### config.mk
export PLATFORM = sky130hd
export DESIGN_NAME = ascii_dec_parser
export DESIGN_NICKNAME = d
export VERILOG_FILES = /design/src/rtl/ascii_pkg.sv /design/src/rtl/ascii_dec_parser_mac.sv /design/src/rtl/ascii_dec_parser.sv
export SDC_FILE = /design/constraint.sdc
export NUM_CORES = 1
export LEC_CHECK = 0
export BUFFER_PORTS_ARGS = -buffer_cell sky130_fd_sc_hd__buf_2
export CAP_MARGIN = 40
export CORE_MARGIN = 2
export CORE_UTILIZATION = 60
export CTS_CLUSTER_DIAMETER = 80
export DETAILED_ROUTE_END_ITERATION = 12
export PLACE_DENSITY = 0.88
export SLEW_MARGIN = 20
export SYNTH_ARGS = -nofsm -noshare
export SYNTH_HDL_FRONTEND = slang
export SYNTH_SLANG_ARGS = --single-unit
### constraint.sdc
create_clock -name clk -period 4.45 [get_ports clk]
set_input_delay 0.2225 -clock clk [delete_from_list [all_inputs] [get_ports clk]]
set_output_delay 0.2225 -clock clk [all_outputs]
set_load 0.005 [all_outputs]
### src/rtl/ascii_pkg.sv
// Shared ASCII constants, parser state encoding and character-class helpers
// used by the decimal receive parser and the decimal print path.
package ascii_pkg;

    localparam logic [7:0] CHAR_0  = 8'h30;
    localparam logic [7:0] CHAR_9  = 8'h39;
    localparam logic [7:0] CHAR_LF = 8'h0A;
    localparam logic [7:0] CHAR_CR = 8'h0D;
    localparam logic [7:0] CHAR_SP = 8'h20;

    typedef enum logic [1:0] {
        IDLE    = 2'd0,
        ACCUM   = 2'd1,
        DISCARD = 2'd2
    } parse_state_e;

    function automatic logic is_digit(input logic [7:0] c);
        return (c >= CHAR_0) && (c <= CHAR_9);
    endfunction

    function automatic logic is_term(input logic [7:0] c);
        return (c == CHAR_LF) || (c == CHAR_CR);
    endfunction

    function automatic logic is_space(input logic [7:0] c);
        return c == CHAR_SP;
    endfunction

endpackage

### src/rtl/ascii_dec_parser_mac.sv
// Combinational decimal multiply-accumulate: sum = acc*10 + digit, with an
// overflow flag when the result no longer fits in WIDTH bits.
module dec_mac #(
    parameter int unsigned WIDTH = 32
) (
    input  logic [WIDTH-1:0] acc,
    input  logic [3:0]       digit,
    output logic [WIDTH-1:0] sum,
    output logic             ovf
);

    localparam int unsigned EXT_W = WIDTH + 4;

    logic [EXT_W-1:0] acc_ext;
    logic [EXT_W-1:0] ext;

    // *10 as shift-and-add; 4 guard bits hold the worst case (2^W-1)*10+9
    always_comb begin
        acc_ext = {4'b0000, acc};
        ext     = (acc_ext << 3) + (acc_ext << 1) + EXT_W'(digit);
        sum     = ext[WIDTH-1:0];
        ovf     = |ext[EXT_W-1:WIDTH];
    end

endmodule

### src/rtl/ascii_dec_parser.sv
// Parses an unsigned decimal number from a UART byte stream, terminated by
// CR or LF; emits the value with a one-cycle valid pulse or an error pulse.
module ascii_dec_parser
    import ascii_pkg::*;
#(
    parameter int unsigned WIDTH = 32
) (
    input  logic             clk,
    input  logic             rst,
    input  logic [7:0]       rx_data,
    input  logic             new_rx_data,
    output logic [WIDTH-1:0] value,
    output logic             value_valid,
    output logic             error,
    output logic             busy
);

    parse_state_e     state_q, state_d;
    logic [WIDTH-1:0] acc_q, acc_d;
    logic [WIDTH-1:0] value_q, value_d;
    logic             valid_q, valid_d;
    logic             error_q, error_d;
    logic             busy_q;

    logic [WIDTH-1:0] mac_sum;
    logic             mac_ovf;
    logic             c_digit, c_term, c_space;

    dec_mac #(
        .WIDTH (WIDTH)
    ) u_dec_mac (
        .acc   (acc_q),
        .digit (rx_data[3:0]),
        .sum   (mac_sum),
        .ovf   (mac_ovf)
    );

    assign c_digit = is_digit(rx_data);
    assign c_term  = is_term(rx_data);
    assign c_space = is_space(rx_data);

    always_ff @(posedge clk or posedge rst) begin
        if (rst) begin
            state_q <= IDLE;
            acc_q   <= '0;
            value_q <= '0;
            valid_q <= 1'b0;
            error_q <= 1'b0;
            busy_q  <= 1'b0;
        end else begin
            state_q <= state_d;
            acc_q   <= acc_d;
            value_q <= value_d;
            valid_q <= valid_d;
            error_q <= error_d;
            busy_q  <= (state_d != IDLE);
        end
    end

    // Next-state and datapath updates; nothing moves without a strobe
    always_comb begin
        state_d = state_q;
        acc_d   = acc_q;
        value_d = value_q;
        valid_d = 1'b0;
        error_d = 1'b0;

        if (new_rx_data) begin
            case (state_q)
                IDLE: begin
                    if (c_digit) begin
                        acc_d   = WIDTH'(rx_data[3:0]);
                        state_d = ACCUM;
                    end else if (!(c_space || c_term)) begin
                        state_d = DISCARD;
                    end
                end
                ACCUM: begin
                    if (c_digit) begin
                        if (mac_ovf) begin
                            state_d = DISCARD;
                        end else begin
                            acc_d = mac_sum;
                        end
                    end else if (c_term) begin
                        value_d = acc_q;
                        valid_d = 1'b1;
                        state_d = IDLE;
                    end else begin
                        state_d = DISCARD;
                    end
                end
                DISCARD: begin
                    if (c_term) begin
                        error_d = 1'b1;
                        state_d = IDLE;
                    end
                end
                default: state_d = IDLE;
            endcase
        end
    end

    assign value       = value_q;
    assign value_valid = valid_q;
    assign error       = error_q;
    assign busy        = busy_q;

endmodule
==> reports/metrics.cfg, run 1 <==
[logic_synthesis]
syn_area_um2 = 5037
syn_avg_cell_area_um2 = 9.294
syn_inst = 542
synthTopCellsByCount = nand2_1, dfrtp_1, ha_1
synth_top_cell_by_area = dfrtp_1
synth_ff_type = dfrtp_1
synth_edf_count = 0
synth_top_area_frac = 0.3428
synth_seq_area_share = 0.3428
yosysUniqueCellTypes = 61
ys_ff_latch = 69
async_flop_share = 1.000
syn_nets = 618
synth_most_common_cell = nand2_1
synth_warnings = 0
synth.area.top_cells = dfrtp_1, ha_1, nand2_1

[critical_path]
endpoint_kind = register
setup.worst_path.start = acc_q[0]
r2r_cells = 13
crit_path_max_fanout = 19
regToRegEndpoint = acc_q[13]
path_class = reg2reg
crit_arrival_ns = 4.35
worstPathRequired_ns = 4.75
cp-start-kind = register
r2r_slack_ns = 0.40
rr_startpoint = acc_q[0]
crit_end = acc_q[13]

[layout]
nNetsFinal = 656
n_antenna_cell = 0
fin_util = 0.6751
fill_cells = 633
syn2layout_area_growth_pct = 9.563
seqCellArea_um2 = 1727
drive_gt1_frac = 0.1453
multiInputGateArea_um2 = 3089

[floorplan]
start_util = 0.6162
die_area_um2 = 9144
die_x_um = 95.63
coreArea_um2 = 8175
ios = 46
rows = 33
die_h_um = 95.63

[drt]
drt-met1-wl_um = 4897
met3WireLength_um = 464
dr.pass1.iters = 6
wl_per_cell_um = 16.18
vias = 4257
avgViaCountPerCell = 6.170
wl_met2_um = 5512
ant_nets = 0
remaining_drc_errors = 0
routed_wl_um = 11160
drt-initial-drc-count = 204
top_layer = met4

[placed_design]
dp_hpwl_um = 8187
dp_worst_setup_slack_ns = 0.4547
finalWeightedCongestion = 0.9749
port_buffers = 45

[global_routing]
grt_max_degree = 70
track_usage = 0.2647
grt_pass1_wl_um = 19110
grt_pass1_vias = 4181
overflow = 0
grt_antenna_before_repair = 0

[sta]
relSlewSlack = 0.5426
finClkSkew_ns = 0.009980
setup_viol = 0
worstMarginPinSlew_ns = 0.6765
layout_setup_ws_ns = 0.3981
fin_tns_setup_ns = 0
slew_viol_final = 0
hold_violations = 0
post-route-period-util = 0.9105
rsz0062_at_grt = false
fmax_ghz = 0.2468
min_period_ns = 4.052

[clock_network]
numCtsBuffers = 9
post_cts_resized = 0
clock-sinks = 69
clock_latency_ns = 0.36
cts_buffer_depth = 2
cts.clk_slew.worst_paths_ns = 0.07
cts_tree = built
holdBufCountCts = 0
htree_levels = 3
root_buffer = clkbuf_8
post_cts_buffers = 0

[status]
outcome = finished, final reports clean

[run]
drv_cap = 0

[hold_path]
min_path_type = in2reg
holdCritStartpoint = new_rx_data

[pwr]
ir_worst_vdd_v = 0.0001806
p_leak_nw = 3.136
power.density_nw_per_um2 = 217.9

## final cells by class
type	instances	share of cell area
clock inverters	3	0.003174
inverters	16	0.01088
clock buffers	13	0.03242
well taps	105	0.02380
multi-input cells	431	0.5597
flip-flops and latches	69	0.3129
repair buffers	53	0.05713
## layer usage
layer | global-route usage | up-vias
li1 | - | 2058
met1 | 0.3363 | 2053
met2 | 0.4382 | 118
met3 | 0.04664 | 28
met4 | 0.1214 | 0
met5 | 0 | -
## worst min path at each step
stage,to,slack (ns),cells past startpoint
after floorplan,state_q[0],0.32,1
after global placement,value[21],0.44,2
after detailed placement,value[31],0.45,2
after CTS,state_q[0],0.13,2
after global routing,state_q[0],0.15,2
final,state_q[0],0.14,2
## sequential cells by signal, indices dropped and copies added, names as in the netlist
register and flops:
acc_q 32, error 1, value_valid 1, busy 1
value 32, state_q 2
## worst max-delay path, stage by stage (launching register included)
cell      delay [ns]
dfrtp_1         0.37
inv_1           0.08
fa_1            0.51
inv_1           0.07
fa_1            0.49
a211oi_1        0.35
o211ai_1        0.15
a211o_1         0.37
a211oi_2        0.32
mux2i_1         0.27
nor2_1          0.11
a21oi_2         0.38
buf_4           0.33
a22o_1          0.19
## kinds of logic (layout without fill, tap and decap cells)
kind of cell               after synthesis  after routing  share of synthesized area
muxes                                   10             10                    0.02086
DFF                                     69             69                     0.3428
xor gates and xnor gates                27             27                    0.04695
buffers and inverters                   42             85                    0.04396
and+or+nand+nor                        175            175                     0.1590
adders and majority gates               65             65                     0.1644
AOI/OAI and AO/OA                      154            154                     0.2221
## layout by cell type (no fill, tap or decap), types with 12 or more instances in the layout
master,synthesis,routed
nand2_1,112,112
ha_1,63,63
a22o_1,28,28
clkbuf_8,0,13
buf_2,2,45
dfrtp_1,69,69
nand3_1,12,12
o21ai_0,21,21
nor2_1,16,16
xnor2_1,18,18
a21o_1,14,14
inv_1,16,15
a21oi_1,34,34
## power by group
part / total [W] / switching, W / internal, W
registers: 0.000632 / 0.00000269 / 0.000629
clock network: 0.000507 / 0.000246 / 0.000261
logic: 0.0000636 / 0.0000395 / 0.0000241
total: 0.00120 / 0.000288 / 0.000915
## per-stage QoR
stage,total power [W],instances,cell area (µm²),hold WS [ns]
floorplan,0.0006842,542,5037,0.3189
global placement,0.0007012,670,5263,0.4439
detailed placement,0.0007045,672,5293,0.4504
CTS,0.001206,688,5489,0.1254
global route,0.001247,690,5519,0.1469
finish,0.001202,690,5519,0.1397
Power figures use the tool's default switching activity.
==> run 2: changes to the inputs <==
==> constraint.sdc (replaced) <==
create_clock -name clk -period 4.45 [get_ports clk]
set_input_delay 0.89 -clock clk [delete_from_list [all_inputs] [get_ports clk]]
set_output_delay 0.89 -clock clk [all_outputs]
set_load 0.005 [all_outputs]
==> reports/metrics.cfg, run 2 (same netlist as run 1, synthesis figures left out) <==
[critical_path]
slowest_delay_ns = 0.54  ; was 0.51 ns
endpoint_kind = register  ; unchanged
crit_path_max_fanout = 14  ; was 19
path_delay_family = compound AO/OA/AOI/OAI gates  ; unchanged
cp-start-kind = input port  ; was register
path_cells = buf_2 > inv_1 > fa_1 > inv_1 > fa_1 > a211oi_1 > o211ai_1 > a211o_1 > a211oi_2 > mux2i_1 > nor2_1 > a21oi_2 > buf_4 > buf_4 > a22o_1  ; was inv_1 > fa_1 > inv_1 > fa_1 > a211oi_1 > o211ai_1 > a211o_1 > a211oi_2 > mux2i_1 > nor2_1 > a21oi_2 > buf_4 > a22o_1
path_class = in2reg  ; was reg2reg
crit_arrival_ns = 4.36  ; was 4.35 ns
path_buf_inv = 5  ; was 3
slowest_stage = fa_1  ; unchanged
worstPathRequired_ns = 4.70  ; was 4.75 ns

[clock_network]
root_buffer = clkbuf_8  ; unchanged
post_cts_resized = 0  ; unchanged
cts_buffer_depth = 2  ; unchanged
cts.clk_slew.worst_paths_ns = 0.08  ; was 0.07 ns
htree_levels = 3  ; unchanged
holdBufCountCts = 0  ; unchanged
clock_latency_ns = 0.36  ; about the same
cts_tree = built  ; unchanged
clock-sinks = 69  ; unchanged
post_cts_buffers = 0  ; unchanged
numCtsBuffers = 9  ; unchanged

[layout]
multiInputGateArea_um2 = 3089  ; unchanged
n_antenna_cell = 0  ; unchanged
drive_gt1_frac = 0.1542  ; was 0.1453
syn2layout_area_growth_pct = 10.51  ; was 9.563%
layout_commonest_cell = nand2_1  ; unchanged
fill_cells = 642  ; was 633
nNetsFinal = 661  ; was 656
seqCellArea_um2 = 1727  ; unchanged
final_cell_mix = nand2_1, dfrtp_1, ha_1, buf_2, a21oi_1  ; unchanged

[pwr]
power.density_nw_per_um2 = 229.7  ; was 217.9 nW/µm²
p_total_w = 0.001279  ; was 0.001202 W
ir_worst_vdd_v = 0.0001541  ; was 0.0001806 V
p_leak_nw = 3.168  ; was 3.136 nW

[sta]
fin_tns_setup_ns = 0  ; unchanged
relSlewSlack = 0.5789  ; was 0.5426
hold_violations = 0  ; unchanged
fmax_ghz = 0.2428  ; was 0.2468 GHz
rsz0062_at_grt = false  ; unchanged
min_period_ns = 4.118  ; was 4.052 ns
finClkSkew_ns = 0.008320  ; was 0.009980 ns
setup_viol = 0  ; unchanged
worstMarginPinSlew_ns = 0.6229  ; was 0.6765 ns
slew_viol_final = 0  ; unchanged
post-route-period-util = 0.9254  ; was 0.9105

[global_routing]
use_met3 = 0.04664  ; unchanged
grt_pass1_wl_um = 19530  ; was 19110 µm
track_usage = 0.2711  ; was 0.2647
grt_max_degree = 41  ; was 70
grt_pass1_vias = 4243  ; was 4181
use_met2 = 0.4411  ; was 0.4382
grt-busiest-layer = met2  ; unchanged
overflow = 0  ; unchanged
grt_antenna_before_repair = 0  ; unchanged
grt.met1_usage = 0.3524  ; was 0.3363

[drt]
vias = 4332  ; was 4257
dr.pass1.iters = 5  ; was 6
wl_per_cell_um = 16.68  ; was 16.18 µm
avgViaCountPerCell = 6.233  ; was 6.170
drt-initial-drc-count = 277  ; was 204
remaining_drc_errors = 0  ; unchanged
ant_nets = 0  ; unchanged
routed_wl_um = 11590  ; was 11160 µm

[placed_design]
dp_hpwl_um = 8596  ; was 8187 µm
finalWeightedCongestion = 0.9618  ; was 0.9749
port_buffers = 45  ; unchanged

[floorplan]
ios = 46  ; unchanged
die_x_um = 95.63  ; unchanged
coreArea_um2 = 8175  ; unchanged
start_util = 0.6162  ; unchanged
die_area_um2 = 9144  ; unchanged
rows = 33  ; unchanged
die_h_um = 95.63  ; unchanged

[status]
outcome = finished, final reports clean  ; unchanged

[hold_path]
min_path_type = in2async  ; was in2reg

[run]
drv_cap = 0  ; unchanged

run 2: changes by cell type in the layout (fill, tap and decap cells not counted), sizes merged:
cell         change
clkinv           +1
bufinv           +2
buf              +6
dlygate4sd3      -1
clkbuf           -3
run 2: worst reg2reg max path, delay by kind of cell (launching register included):
kind	cells	cell delay (ns)
buffers and inverters	4	0.52
AO/OA/AOI/OAI	6	1.49
flip-flops	1	0.38
adder cells (fa/ha/maj)	2	1.01
AND/OR/NAND/NOR	1	0.19
multiplexers	1	0.13
run 2: worst paths after layout:
path | start | end | slack [ns] | depth (start not counted)
setup / recovery | rx_data[3] | acc_q[25] | 0.33 | 15
hold / removal | rst | acc_q[30] | 0.41 | 2
setup reg to reg | acc_q[0] | acc_q[25] | 0.60 | 14
hold reg to reg | value[27] | value[27] | 0.46 | 2
max in group asynchronous | rst | value[17] | 3.18 | 4
min in group clk | value[27] | value[27] | 0.46 | 2
run 2: cell type report:
type | count | share of cell area
inverters | 16 | 0.01079
well taps | 105 | 0.02360
clock inverters | 6 | 0.01551
clock buffers | 10 | 0.02472
multi-input cells | 431 | 0.5550
flip-flops and latches | 69 | 0.3102
repair buffers | 58 | 0.06024
run 2: per-layer routing:
| metal | part of all wire | routed length [µm] |
|---|---|---|
| met4 | 0.021 | 238 |
| met2 | 0.50 | 5749 |
| met3 | 0.045 | 517 |
| met5 | 0 | 0 |
| met1 | 0.44 | 5087 |
run 2: power breakdown:
| group | switching [W] | internal (W) | total, W |
|---|---|---|---|
| sequential | 0.00000280 | 0.000629 | 0.000632 |
| combinational | 0.0000412 | 0.0000238 | 0.0000649 |
| clock | 0.000252 | 0.000329 | 0.000582 |
run 2: through the flow:
step	util	hold WS, ns	setup WS, ns	instances	area (µm²)
2_1_floorplan	-	0.4628	0.3292	542	5037
3_3_place_gp	0.6511	0.4435	0.2048	678	5323
3_5_place_dp	0.6511	0.4501	0.03591	678	5323
4_1_cts	0.6785	0.4673	0.3715	694	5547
5_1_grt	0.6809	0.4138	0.1132	695	5567
6_report	0.6809	0.4137	0.3321	695	5567
==> run 3: changes to the inputs <==
- ABC_AREA: default -> 1
==> reports/metrics.cfg, run 3 <==
[global_routing]
overflow = 0  ; unchanged
grt_pass1_vias = 4733  ; was 4243
grt_antenna_before_repair = 0  ; unchanged
grt_max_degree = 38  ; was 41
grt_pass1_wl_um = 21110  ; was 19530 µm
track_usage = 0.2654  ; was 0.2711

[layout]
fin_util = 0.6733  ; was 0.6809
n_antenna_cell = 0  ; unchanged
syn2layout_area_growth_pct = 9.547  ; was 10.51%
layout_commonest_cell = nand2_1  ; unchanged
final_cell_mix = nand2_1, inv_1, dfrtp_1, ha_1, nor2_1  ; was nand2_1, dfrtp_1, ha_1, buf_2, a21oi_1
nNetsFinal = 842  ; was 661
drive_gt1_frac = 0.1673  ; was 0.1542

[sta]
fin_tns_setup_ns = 0  ; unchanged
post-route-period-util = 0.8549  ; was 0.9254
fmax_ghz = 0.2629  ; was 0.2428 GHz
slew_viol_final = 0  ; unchanged
timing.hold.ws_ns = 0.4676  ; was 0.4137 ns
setup_viol = 0  ; unchanged
min_period_ns = 3.804  ; was 4.118 ns
hold_violations = 0  ; unchanged
worstMarginPinSlew_ns = 0.7408  ; was 0.6229 ns
finClkSkew_ns = 0.01104  ; was 0.008320 ns
relSlewSlack = 0.5054  ; was 0.5789
rsz0062_at_grt = false  ; unchanged

[critical_path]
path_class = in2reg  ; unchanged
slowest_stage = fa_1  ; unchanged
regToRegEndpoint = acc_q[9]  ; was acc_q[25]
path_delay_family = simple AND/OR/NAND/NOR gates  ; was compound AO/OA/AOI/OAI gates
cp-start-kind = input port  ; unchanged
r2r_slack_ns = 0.91  ; was 0.60 ns
worstPathRequired_ns = 4.74  ; was 4.70 ns
crit_arrival_ns = 4.09  ; was 4.36 ns
crit_path_max_fanout = 15  ; was 14
path_cells = buf_2 > inv_1 > fa_1 > inv_1 > fa_1 > nand2_1 > nand2_1 > nand3_2 > nand2_2 > nand2_2 > nand2_4 > nand2_1 > nand2_1 > nand2_1 > nand2_2 > nor2_4 > nand2_2 > nand2_2 > nand3_2 > buf_4 > o21ai_2  ; was buf_2 > inv_1 > fa_1 > inv_1 > fa_1 > a211oi_1 > o211ai_1 > a211o_1 > a211oi_2 > mux2i_1 > nor2_1 > a21oi_2 > buf_4 > buf_4 > a22o_1
slowest_delay_ns = 0.55  ; was 0.54 ns
rr_startpoint = acc_q[0]  ; unchanged
endpoint_kind = register  ; unchanged
path_buf_inv = 4  ; was 5
r2r_cells = 20  ; was 14

[drt]
routed_wl_um = 12200  ; was 11590 µm
avgViaCountPerCell = 5.342  ; was 6.233
vias = 4696  ; was 4332
drt-initial-drc-count = 225  ; was 277
dr.pass1.iters = 4  ; was 5
remaining_drc_errors = 0  ; unchanged
ant_nets = 0  ; unchanged
wl_per_cell_um = 13.88  ; was 16.68 µm

[hold_path]
min_path_cells = 2
holdPathEnd = value[24]
min_path_type = reg2reg  ; was in2async
holdCritStartpoint = value[24]

[logic_synthesis]
syn_inst = 718  ; was 542
ys_ff_latch = 69  ; unchanged
synth_seq_area_share = 0.3237  ; was 0.3428
synth_edf_count = 0  ; unchanged
synth_warnings = 0  ; unchanged
yosysUniqueCellTypes = 37  ; was 61
syn_area_um2 = 5334  ; was 5037 µm²
syn_avg_cell_area_um2 = 7.429  ; was 9.294 µm²
synth.area.top_cells = dfrtp_1, nand2_1, ha_1  ; was dfrtp_1, ha_1, nand2_1
async_flop_share = 1.000  ; unchanged
synth_top_cell_by_area = dfrtp_1  ; unchanged
synth_top_area_frac = 0.3237  ; was 0.3428
synth_most_common_cell = nand2_1  ; unchanged
synth_ff_type = dfrtp_1  ; unchanged
syn_nets = 794  ; was 618
synthTopCellsByCount = nand2_1, inv_1, dfrtp_1  ; was nand2_1, dfrtp_1, ha_1

[placed_design]
port_buffers = 45  ; unchanged
finalWeightedCongestion = 0.9979  ; was 0.9618
dp_hpwl_um = 9379  ; was 8596 µm

[pwr]
intPower_w = 0.0009520  ; was 0.0009824 W
p_sw_w = 0.0003661  ; was 0.0002963 W
sw_frac_of_total = 0.2778  ; was 0.2317
power_frac_comb = 0.130  ; was 0.051
power.density_nw_per_um2 = 225.6  ; was 229.7 nW/µm²
p_seq_frac = 0.485  ; was 0.494
p_leak_nw = 3.410  ; was 3.168 nW
ir_worst_vdd_v = 0.0001430  ; was 0.0001541 V
clockPowerShare = 0.386  ; was 0.455

[clock_network]
clock_latency_ns = 0.36  ; about the same
cts_buffer_depth = 2  ; unchanged
clock-sinks = 69  ; unchanged
cts.clk_slew.worst_paths_ns = 0.08  ; about the same
post_cts_resized = 0  ; unchanged
post_cts_buffers = 0  ; unchanged
htree_levels = 3  ; unchanged
root_buffer = clkbuf_8  ; unchanged
holdBufCountCts = 0  ; unchanged
numCtsBuffers = 9  ; unchanged
cts_tree = built  ; unchanged

[floorplan]
die_h_um = 98.29  ; was 95.63 µm
start_util = 0.6146  ; was 0.6162
die_x_um = 98.29  ; was 95.63 µm
die_area_um2 = 9660  ; was 9144 µm²
rows = 34  ; was 33
ios = 46  ; unchanged
coreArea_um2 = 8678  ; was 8175 µm²

[status]
outcome = finished, final reports clean  ; unchanged

[run]
drv_cap = 0  ; unchanged

[run 3: cell types whose count changed after synthesis, sizes merged, moves of 5 or more]
cell    previous run  this run
a211oi            11         2
a21o              14         2
a22o              28         0
and3              11         1
and4               6         0
clkbuf            14         3
inv               16        84
mux2i              6         0
nand2            112       284
nand3             12        17
nor2              16        57
o21a               5         0
o21ai             21        41
xor2               9        14
[run 3: final cells by class]
cell class / instances / area (µm²)
clock buffers: 10 / 127.6
clock inverters: 6 / 63.81
fillers: 746 / 2835
inverters: 84 / 315.3
multi-input cells: 553 / 3207
flip-flops and latches: 69 / 1727
well taps: 108 / 135.1
repair buffers: 49 / 267.8
[run 3: cells by family after synthesis]
family                   after synthesis  share of synthesized area
flip-flops                            69                     0.3237
buffers and inverters                 96                    0.07553
adder cells (fa/ha/maj)               65                     0.1553
AO/OA/AOI/OAI                         89                     0.1091
XOR/XNOR                              28                    0.04598
AND/OR/NAND/NOR                      371                     0.2904
[run 3: through the flow]
stage | std cells | setup WS [ns] | area [µm²] | total power [W]
finish | 879 | 0.6459 | 5843 | 0.001318
global route | 879 | 0.4209 | 5843 | 0.001375
CTS | 879 | 0.6754 | 5843 | 0.001327
detailed placement | 863 | 0.3139 | 5652 | 0.0008187
global placement | 863 | 0.4464 | 5652 | 0.0008089
floorplan | 718 | 1.006 | 5334 | 0.0007780
[run 3: how the worst max path moves through the flow]
| stage | depth (start not counted) | from | slack [ns] | to |
|---|---|---|---|---|
| global route | 21 | rx_data[3] | 0.42 | acc_q[9] |
| detailed placement | 21 | rx_data[3] | 0.31 | acc_q[9] |
| CTS | 21 | rx_data[3] | 0.68 | acc_q[9] |
| floorplan | 22 | rx_data[3] | 1.01 | acc_q[27] |
| global placement | 21 | rx_data[3] | 0.45 | acc_q[14] |
| finish | 21 | rx_data[3] | 0.65 | acc_q[9] |
[run 3: worst reg2reg max path, stage by stage, from the launching register on]
cell,delay [ns]
dfrtp_1,0.38
inv_1,0.09
fa_1,0.52
inv_1,0.08
fa_1,0.46
nand2_1,0.10
nand2_1,0.11
nand3_2,0.10
nand2_2,0.08
nand2_2,0.08
nand2_4,0.07
nand2_1,0.08
nand2_1,0.05
nand2_1,0.07
nand2_2,0.06
nor2_4,0.11
nand2_2,0.05
nand2_2,0.09
nand3_2,0.36
buf_4,0.39
o21ai_2,0.14
[run 3: power groups by stage]
stage | sequential, W | combinational [W] | clock, W
floorplan | 0.000650 | 0.000127 | 0
global placement | 0.000651 | 0.000157 | 0
detailed placement | 0.000652 | 0.000167 | 0
CTS | 0.000639 | 0.000169 | 0.000519
global route | 0.000640 | 0.000192 | 0.000543
finish | 0.000639 | 0.000171 | 0.000508
[run 3: per-layer routing]
metal  up-vias  track usage  routed length, µm  share of wire
li1       2375            -                  -              -
met1      2180       0.3367               5583           0.46
met2       114       0.4443               5792           0.47
met3        27      0.05225                466          0.038
met4         0       0.1096                357          0.029
met5         -            0                  0              0
